==> src/rtl/sixteen_four_encoder_if.sv <==
`default_nettype none
// +----------------------------------------------------------------------+
// | Interface   : sixteen_four_encoder_if                                |
// | Description : Button-in / code-out bundle for sixteen_four_encoder.  |
// |               btn   [15:0] raw button lines (bit i = position i)     |
// |               mode  [1:0]  encoding policy                           |
// |               ready        consumer accepts code                     |
// |               code  [3:0]  encoded position index                    |
// |               valid        code is held until accepted               |
// |               multi        more than one button at capture           |
// |               err          one-cycle reject pulse (mode 3)           |
// |               master = encoder side, slave = game controller side.   |
// | Revision    : 1.0  initial release                                   |
// +----------------------------------------------------------------------+
interface sixteen_four_encoder_if;
   logic [15:0] btn;
   logic [1:0]  mode;
   logic        ready;
   logic [3:0]  code;
   logic        valid;
   logic        multi;
   logic        err;

   modport master (
      input  btn, mode, ready,
      output code, valid, multi, err
   );

   modport slave (
      output btn, mode, ready,
      input  code, valid, multi, err
   );
endinterface
`default_nettype wire

==> src/rtl/sixteen_four_encoder.sv <==
`default_nettype none
// +----------------------------------------------------------------------+
// | Module      : sixteen_four_encoder                                   |
// | Description : Synchronises and debounces 16 button lines, then       |
// |               priority-encodes one press into a 4-bit index offered  |
// |               on a valid/ready handshake.                            |
// |   clk    in   system clock, rising edge                              |
// |   rst_n  in   asynchronous active-low reset                          |
// |   bus    master modport: btn/mode/ready in, code/valid/multi/err out |
// |   mode: 0 disabled, 1 lowest index, 2 highest index, 3 single only   |
// | Revision    : 1.0  initial release                                   |
// +----------------------------------------------------------------------+
module sixteen_four_encoder #(
   parameter int DEB_CYCLES = 4,
   parameter int CNT_W      = $clog2(DEB_CYCLES + 1)
) (
   input  logic                  clk,
   input  logic                  rst_n,
   sixteen_four_encoder_if.master bus
);

   localparam logic [CNT_W-1:0] c_deb_max  = CNT_W'(DEB_CYCLES);
   localparam logic [CNT_W-1:0] c_deb_load = CNT_W'(DEB_CYCLES - 1);

   typedef enum logic [1:0] {
      WAIT_REL = 2'd0,
      ARMED    = 2'd1,
      HOLD     = 2'd2
   } state_t;

   logic [15:0]      r_s1;
   logic [15:0]      r_s2;
   logic [15:0]      r_deb;
   logic [CNT_W-1:0] r_cnt;

   state_t           r_state;
   logic [3:0]       r_code;
   logic             r_valid;
   logic             r_multi;
   logic             r_err;

   logic [3:0]       w_lo_idx;
   logic [3:0]       w_hi_idx;
   logic             w_multi;
   logic             w_deb_zero;
   logic             w_settled;

   // ------------------------------------------------------------------
   // Synchroniser and whole-vector debounce. Comparing s1 against s2
   // flags the edge on which s2 is about to change, so the counter
   // restarts on the same edge s2 takes a new value. A change held
   // stable lands in deb DEB_CYCLES+2 edges after it is first sampled.
   // ------------------------------------------------------------------
   always_ff @(posedge clk or negedge rst_n) begin
      if (!rst_n) begin
         r_s1  <= '0;
         r_s2  <= '0;
         r_cnt <= '0;
         r_deb <= '0;
      end else begin
         r_s1 <= bus.btn;
         r_s2 <= r_s1;
         if (r_s1 != r_s2) begin
            r_cnt <= '0;
         end else begin
            if (r_cnt != c_deb_max)
               r_cnt <= r_cnt + 1'b1;
            if (r_cnt == c_deb_load)
               r_deb <= r_s2;
         end
      end
   end

   // ------------------------------------------------------------------
   // Encoding helpers from the debounced vector.
   // ------------------------------------------------------------------
   always_comb begin
      w_lo_idx = 4'd0;
      w_hi_idx = 4'd0;
      for (int i = 15; i >= 0; i--)
         if (r_deb[i]) w_lo_idx = 4'(i);
      for (int i = 0; i < 16; i++)
         if (r_deb[i]) w_hi_idx = 4'(i);
   end

   // More than one bit set: clearing the lowest set bit leaves something.
   assign w_multi    = (r_deb & (r_deb - 16'd1)) != 16'd0;
   assign w_deb_zero = (r_deb == 16'd0);
   // A saturated counter means deb reflects a genuinely stable input and
   // not merely its reset value; this keeps a button held through reset
   // from being mistaken for a release.
   assign w_settled  = (r_cnt == c_deb_max);

   // ------------------------------------------------------------------
   // Capture / handshake FSM with registered outputs.
   // ------------------------------------------------------------------
   always_ff @(posedge clk or negedge rst_n) begin
      if (!rst_n) begin
         r_state <= WAIT_REL;
         r_code  <= 4'd0;
         r_valid <= 1'b0;
         r_multi <= 1'b0;
         r_err   <= 1'b0;
      end else begin
         r_err <= 1'b0;
         if (bus.mode == 2'd0) begin
            // Disabled: drop any pending event and wait for a release.
            r_state <= WAIT_REL;
            r_valid <= 1'b0;
         end else begin
            case (r_state)
               WAIT_REL: begin
                  if (w_deb_zero && w_settled)
                     r_state <= ARMED;
               end
               ARMED: begin
                  if (!w_deb_zero) begin
                     if (bus.mode == 2'd3 && w_multi) begin
                        r_err   <= 1'b1;
                        r_state <= WAIT_REL;
                     end else begin
                        // Mode 3 reaches here only with a single bit set,
                        // so the lowest index is the pressed index.
                        r_code  <= (bus.mode == 2'd2) ? w_hi_idx : w_lo_idx;
                        r_multi <= w_multi;
                        r_valid <= 1'b1;
                        r_state <= HOLD;
                     end
                  end
               end
               HOLD: begin
                  // valid is always 1 here, so ready alone completes it.
                  if (bus.ready) begin
                     r_valid <= 1'b0;
                     r_state <= WAIT_REL;
                  end
               end
               default: begin
                  r_state <= WAIT_REL;
                  r_valid <= 1'b0;
               end
            endcase
         end
      end
   end

   assign bus.code  = r_code;
   assign bus.valid = r_valid;
   assign bus.multi = r_multi;
   assign bus.err   = r_err;

endmodule
`default_nettype wire

==> src/flat_wrapper.sv <==
// flat-port wrapper written by rule: the top's interface ports become plain ports
module sixteen_four_encoder_flat 
#(
   parameter int DEB_CYCLES = 4,
   parameter int CNT_W      = $clog2(DEB_CYCLES + 1)
)
  (clk, rst_n, bus_btn, bus_mode, bus_ready, bus_code, bus_valid, bus_multi, bus_err);
  sixteen_four_encoder_if bus_i ();
  input  logic clk;
  input  logic rst_n;
  input wire logic [$bits(bus_i.btn)-1:0] bus_btn;
  input wire logic [$bits(bus_i.mode)-1:0] bus_mode;
  input wire logic [$bits(bus_i.ready)-1:0] bus_ready;
  output wire logic [$bits(bus_i.code)-1:0] bus_code;
  output wire logic [$bits(bus_i.valid)-1:0] bus_valid;
  output wire logic [$bits(bus_i.multi)-1:0] bus_multi;
  output wire logic [$bits(bus_i.err)-1:0] bus_err;
  assign bus_i.btn = bus_btn;
  assign bus_i.mode = bus_mode;
  assign bus_i.ready = bus_ready;
  assign bus_code = bus_i.code;
  assign bus_valid = bus_i.valid;
  assign bus_multi = bus_i.multi;
  assign bus_err = bus_i.err;
  sixteen_four_encoder #(.DEB_CYCLES(DEB_CYCLES), .CNT_W(CNT_W)) u_core (.clk(clk), .rst_n(rst_n), .bus(bus_i));
endmodule
==> config.mk <==
export PLATFORM = sky130hd
export DESIGN_NAME = sixteen_four_encoder_flat
export DESIGN_NICKNAME = d
export VERILOG_FILES = /design/src/rtl/sixteen_four_encoder_if.sv /design/src/rtl/sixteen_four_encoder.sv /design/src/flat_wrapper.sv
export SDC_FILE = /design/constraint.sdc
export NUM_CORES = 1
export LEC_CHECK = 0
export CORE_ASPECT_RATIO = 0.6
export CORE_MARGIN = 8
export CORE_UTILIZATION = 41
export CTS_CLUSTER_SIZE = 16
export DETAILED_ROUTE_END_ITERATION = 8
export GPL_ROUTABILITY_DRIVEN = 0
export GPL_TIMING_DRIVEN = 1
export SYNTH_ARGS = -nofsm -noshare
export SYNTH_HDL_FRONTEND = slang
export SYNTH_SLANG_ARGS = --single-unit
==> constraint.sdc <==
create_clock -name clk -period 4.82 [get_ports clk]
set_input_delay 0.723 -clock clk [delete_from_list [all_inputs] [get_ports clk]]
set_output_delay 0.723 -clock clk [all_outputs]
set_load 0.05 [all_outputs]
==> results summary <==
The final number of max-transition violations is 0. The time the worst path needs with I/O delays and setup came out at ~2.7 ns. Counting both buffers and inverters, the worst setup path holds a total of 0. The combined area of all synthesized cells came out at 2600 um^2. The Yosys step of the flow raised 0 warnings. Counting the fill cells in the layout gives 543.

The worst clock skew came out at 0.00966 ns. 28 I/O pins were placed. The register bit count reported by yosys came out at 60. The total power is 1010 uW.

STA classifies the critical path startpoint as a flip-flop. The violation count after the first detailed-route iteration came out at about 130. The cell with the most instances after synthesis is sky130_fd_sc_hd__dfrtp_1. The smallest hold slack is 0.394 ns. The post-route DRC violation count came out at 0.

Synthesis handed over a netlist of 216 instances. In this run the number of H-tree levels came out at 3. The final routed wirelength across all metal layers came out at around 4800 um. Derived from the worst setup path, the maximum achievable clock frequency is 373 MHz. Clock tree synthesis inserted a total of 9 buffers. The worst hold path class is reg -> reg.

Hold repair after CTS inserted 0 buffers. The maximum number of pins on one net before global-route repair is 61. Setup repair after global routing left no endpoint under its margin. A synthesized cell averages ~12 um^2. The predominant post-synthesis flop cell is sky130_fd_sc_hd__dfrtp_1.

The first-pass GRT wire length is 8420 um. The commonest cells after synthesis are 60 x sky130_fd_sc_hd__dfrtp_1, 16 x sky130_fd_sc_hd__mux2_2, 16 x sky130_fd_sc_hd__xor2_1. The total area of multi-input combinational cells came out at 1030 um^2. For hold timing, the worst endpoint is u_core.r_s2[12]. The power density over the cells is 322 nW/um^2. The synthesized netlist net count is 240.

Grouping stages by cell kind, the critical path spends the most delay in simple AND/OR/NAND/NOR gates. The largest fanout on the critical path came out at 8. The number of enable-type register cells in the synthesized netlist is 0.

The startpoint of the worst register-to-register path is u_core.r_deb[0]. In the routed layout, each cell is associated on average with a via count of 5.13. The number of buffers added for setup after CTS is 0. Dividing the detail-routed wire length by the instance count gives approximately 14 um. The final critical-path share of the clock period came out at between 50 and 60%. Across the whole layout, storage elements account for 1500 um^2. The endpoint of the most critical register-to-register path is u_core.bus.code[1]. The delay of the slowest cell on the worst path came out at 0.59 ns. The clock-pin slew of the registers on the worst-case setup and hold paths is ~0.07 ns. The worst setup path is of the reg -> reg kind.

The number of antenna violations at the first check in global routing is 0. The startpoint of the most critical hold path is u_core.r_s1[12]. Of the post-synthesis cell area, the dominant cell type holds 57.8%.

Setup slack on the worst reg-to-reg path comes out at 2.14 ns. The run finished with clean final reports. The count of antenna-violating nets left after detailed routing is 0.

The number of hold violations in the final report came out at 0. The worst hold path cell count is 0. The final HPWL from detailed placement came out at approximately 3500 um. The post-synthesis sequential area ratio came out at 57.8%.

After synthesis, the cell types taking the most area are sky130_fd_sc_hd__dfrtp_1 58%, sky130_fd_sc_hd__mux2_2 6.9%, sky130_fd_sc_hd__xor2_1 5.4%. The worst ir drop on vdd came out at roughly 0.00015 V. The final antenna diode count came out at 0.

The via count of the first global-routing pass was between 1.5k and 2k. The y dimension of the die is around 78 um. The area of the placeable core came out at roughly 6100 um^2.

The fraction of layout cells with a size suffix above 1 came out at 17.1%. TritonCTS built the clock tree. Setup violations remaining at the end of the flow were counted as 0.

The area growth from synthesis to layout is 21.1%. The max-slew headroom at the worst pin came out at 51.5%. At the pin with the least slew margin, the transition time is 0.727 ns.

The signal on the critical path passes through or4_4 -> o32a_1 -> a211o_1 -> or3_4 -> a31oi_4 -> mux2_4. The tree is rooted in a sky130_fd_sc_hd__clkbuf_8. The number of nets in the finished design came out at 271. The count of maximum capacitance violations is 0. The count of vias placed by the detailed router is ~1.7k. The number of iterations in the first detailed-routing pass is 4. The aggregate global routing overflow came out at 0. The number of buffers on the longest clock path came out at 2.

The count of buffers added on input and output ports is 27. The static power due to leakage is about 0.0014 uW. In the final timing run, aggregate negative setup slack is 0 ns. The number of library cell types mapped by synthesis came out at 45. At the later pin of the worst-skew pair, clock insertion delay measures 0.34 ns.

The synthesized design spends more area on one cell type than any other, namely sky130_fd_sc_hd__dfrtp_1. Global routing used a little under an eighth of the available tracks across all layers. The arrival time of the worst setup path came out at 2.90 ns. The worst reg2reg path depth is 6.

Counting flops with an async set or reset pin after synthesis yields a share of 100%. The endpoint required time on the critical path came out at 5.04 ns. The total number of placement rows is 22. Among all stages on the critical path, the largest delay is contributed by sky130_fd_sc_hd__or4_4. The total of cells resized after clock tree synthesis came out at 0. The initial standard-cell utilization of the core came out at 42.5%.

The worst setup path is captured at a flip-flop. The die covers 9220 um^2. The number of sinks on the clock net is 60. The die is 119 um wide.
state kept, by name, indices dropped and copies added (netlist names):
signal / count
u_core.r_s1: 16
u_core.r_cnt: 3
u_core.r_state: 2
u_core.r_deb: 16
u_core.bus.code: 4
u_core.bus.valid: 1
u_core.bus.multi: 1
u_core.r_s2: 16
u_core.bus.err: 1
placed cells by master, fill, tap and decap left out, drive strengths merged, types with 2 or more instances in the layout:
master	n
nor2	15
nor4	11
ha	3
mux2	19
nand3	3
or3	2
nand2	4
nor3	5
o21ai	12
maj3	2
nand4	3
a21boi	2
or4	3
buf	2
clkinv	2
inv	11
clkdlybuf4s50	26
o22a	2
nand2b	5
dfrtp	60
a21oi	11
clkbuf	10
or2	2
xor2	16
o21bai	2
power by group:
| group | total, uW | switching [uW] | leakage [uW] | internal, uW |
|---|---|---|---|---|
| Clock | 445 | 202 | 0.0000975 | 244 |
| Sequential | 526 | 9.27 | 0.000764 | 517 |
| Combinational | 41.5 | 19.9 | 0.000541 | 21.7 |
layer usage:
layer | vias up | routed length (um) | global-route usage, %
li1 | 840 | - | -
met1 | 820 | 2640 | 17.3
met2 | 57 | 1780 | 13.5
met3 | 5 | 357 | 5.85
met4 | 0 | 48 | 4.52
met5 | - | 0 | 0
kinds of logic after synthesis:
kind of cell             Yosys count  synth area share [%]
XOR/XNOR                          17                  5.73
AO/OA/AOI/OAI                     42                  11.0
AND/OR/NAND/NOR                   56                  12.1
flip-flops                        60                  57.8
multiplexers                      19                  8.67
buffers and inverters             17                  2.50
adder cells (fa/ha/maj)            5                  2.22
cell type report:
cell class | count | share of cell area (%)
Sequential cell | 60 | 47.8
Tap cell | 84 | 3.34
Multi-Input combinational cell | 139 | 32.8
Clock inverter | 6 | 2.31
Inverter | 9 | 1.07
Timing Repair Buffer | 28 | 8.67
Clock buffer | 10 | 4.06
per-stage QoR:
| stage | cell area (um^2) | cells | setup WS [ns] | util (%) |
|---|---|---|---|---|
| after detailed placement | 2940 | 320 | 2.09 | 48.2 |
| after global routing | 3140 | 336 | 1.95 | 51.5 |
| after floorplan | 2600 | 216 | 2.29 | - |
| final | 3140 | 336 | 2.14 | 51.5 |
| after CTS | 3140 | 336 | 2.11 | 51.5 |
| after global placement | 2940 | 320 | 2.13 | 48.2 |
worst max-delay path by stage:
stage                     from            endpoint  slack [ns]  cells after the start
3_3_place_gp       bus_mode[1]  u_core.bus.code[0]        2.13                      7
6_report       u_core.r_deb[0]  u_core.bus.code[1]        2.14                      6
3_5_place_dp       bus_mode[1]  u_core.bus.code[0]        2.09                      7
5_1_grt        u_core.r_deb[8]  u_core.bus.code[2]        1.95                      6
2_1_floorplan  u_core.r_deb[0]  u_core.bus.code[0]        2.29                      6
4_1_cts         u_core.r_s2[7]     u_core.r_deb[1]        2.11                      6
worst reg2reg max path, stage by stage, from the launching register on:
cell and delay (ns):
sky130_fd_sc_hd__dfrtp_1 0.46, sky130_fd_sc_hd__or4_4 0.59, sky130_fd_sc_hd__o32a_1 0.20, sky130_fd_sc_hd__a211o_1 0.27, sky130_fd_sc_hd__or3_4 0.42, sky130_fd_sc_hd__a31oi_4 0.30, sky130_fd_sc_hd__mux2_4 0.33
Power figures use the tool's default switching activity.
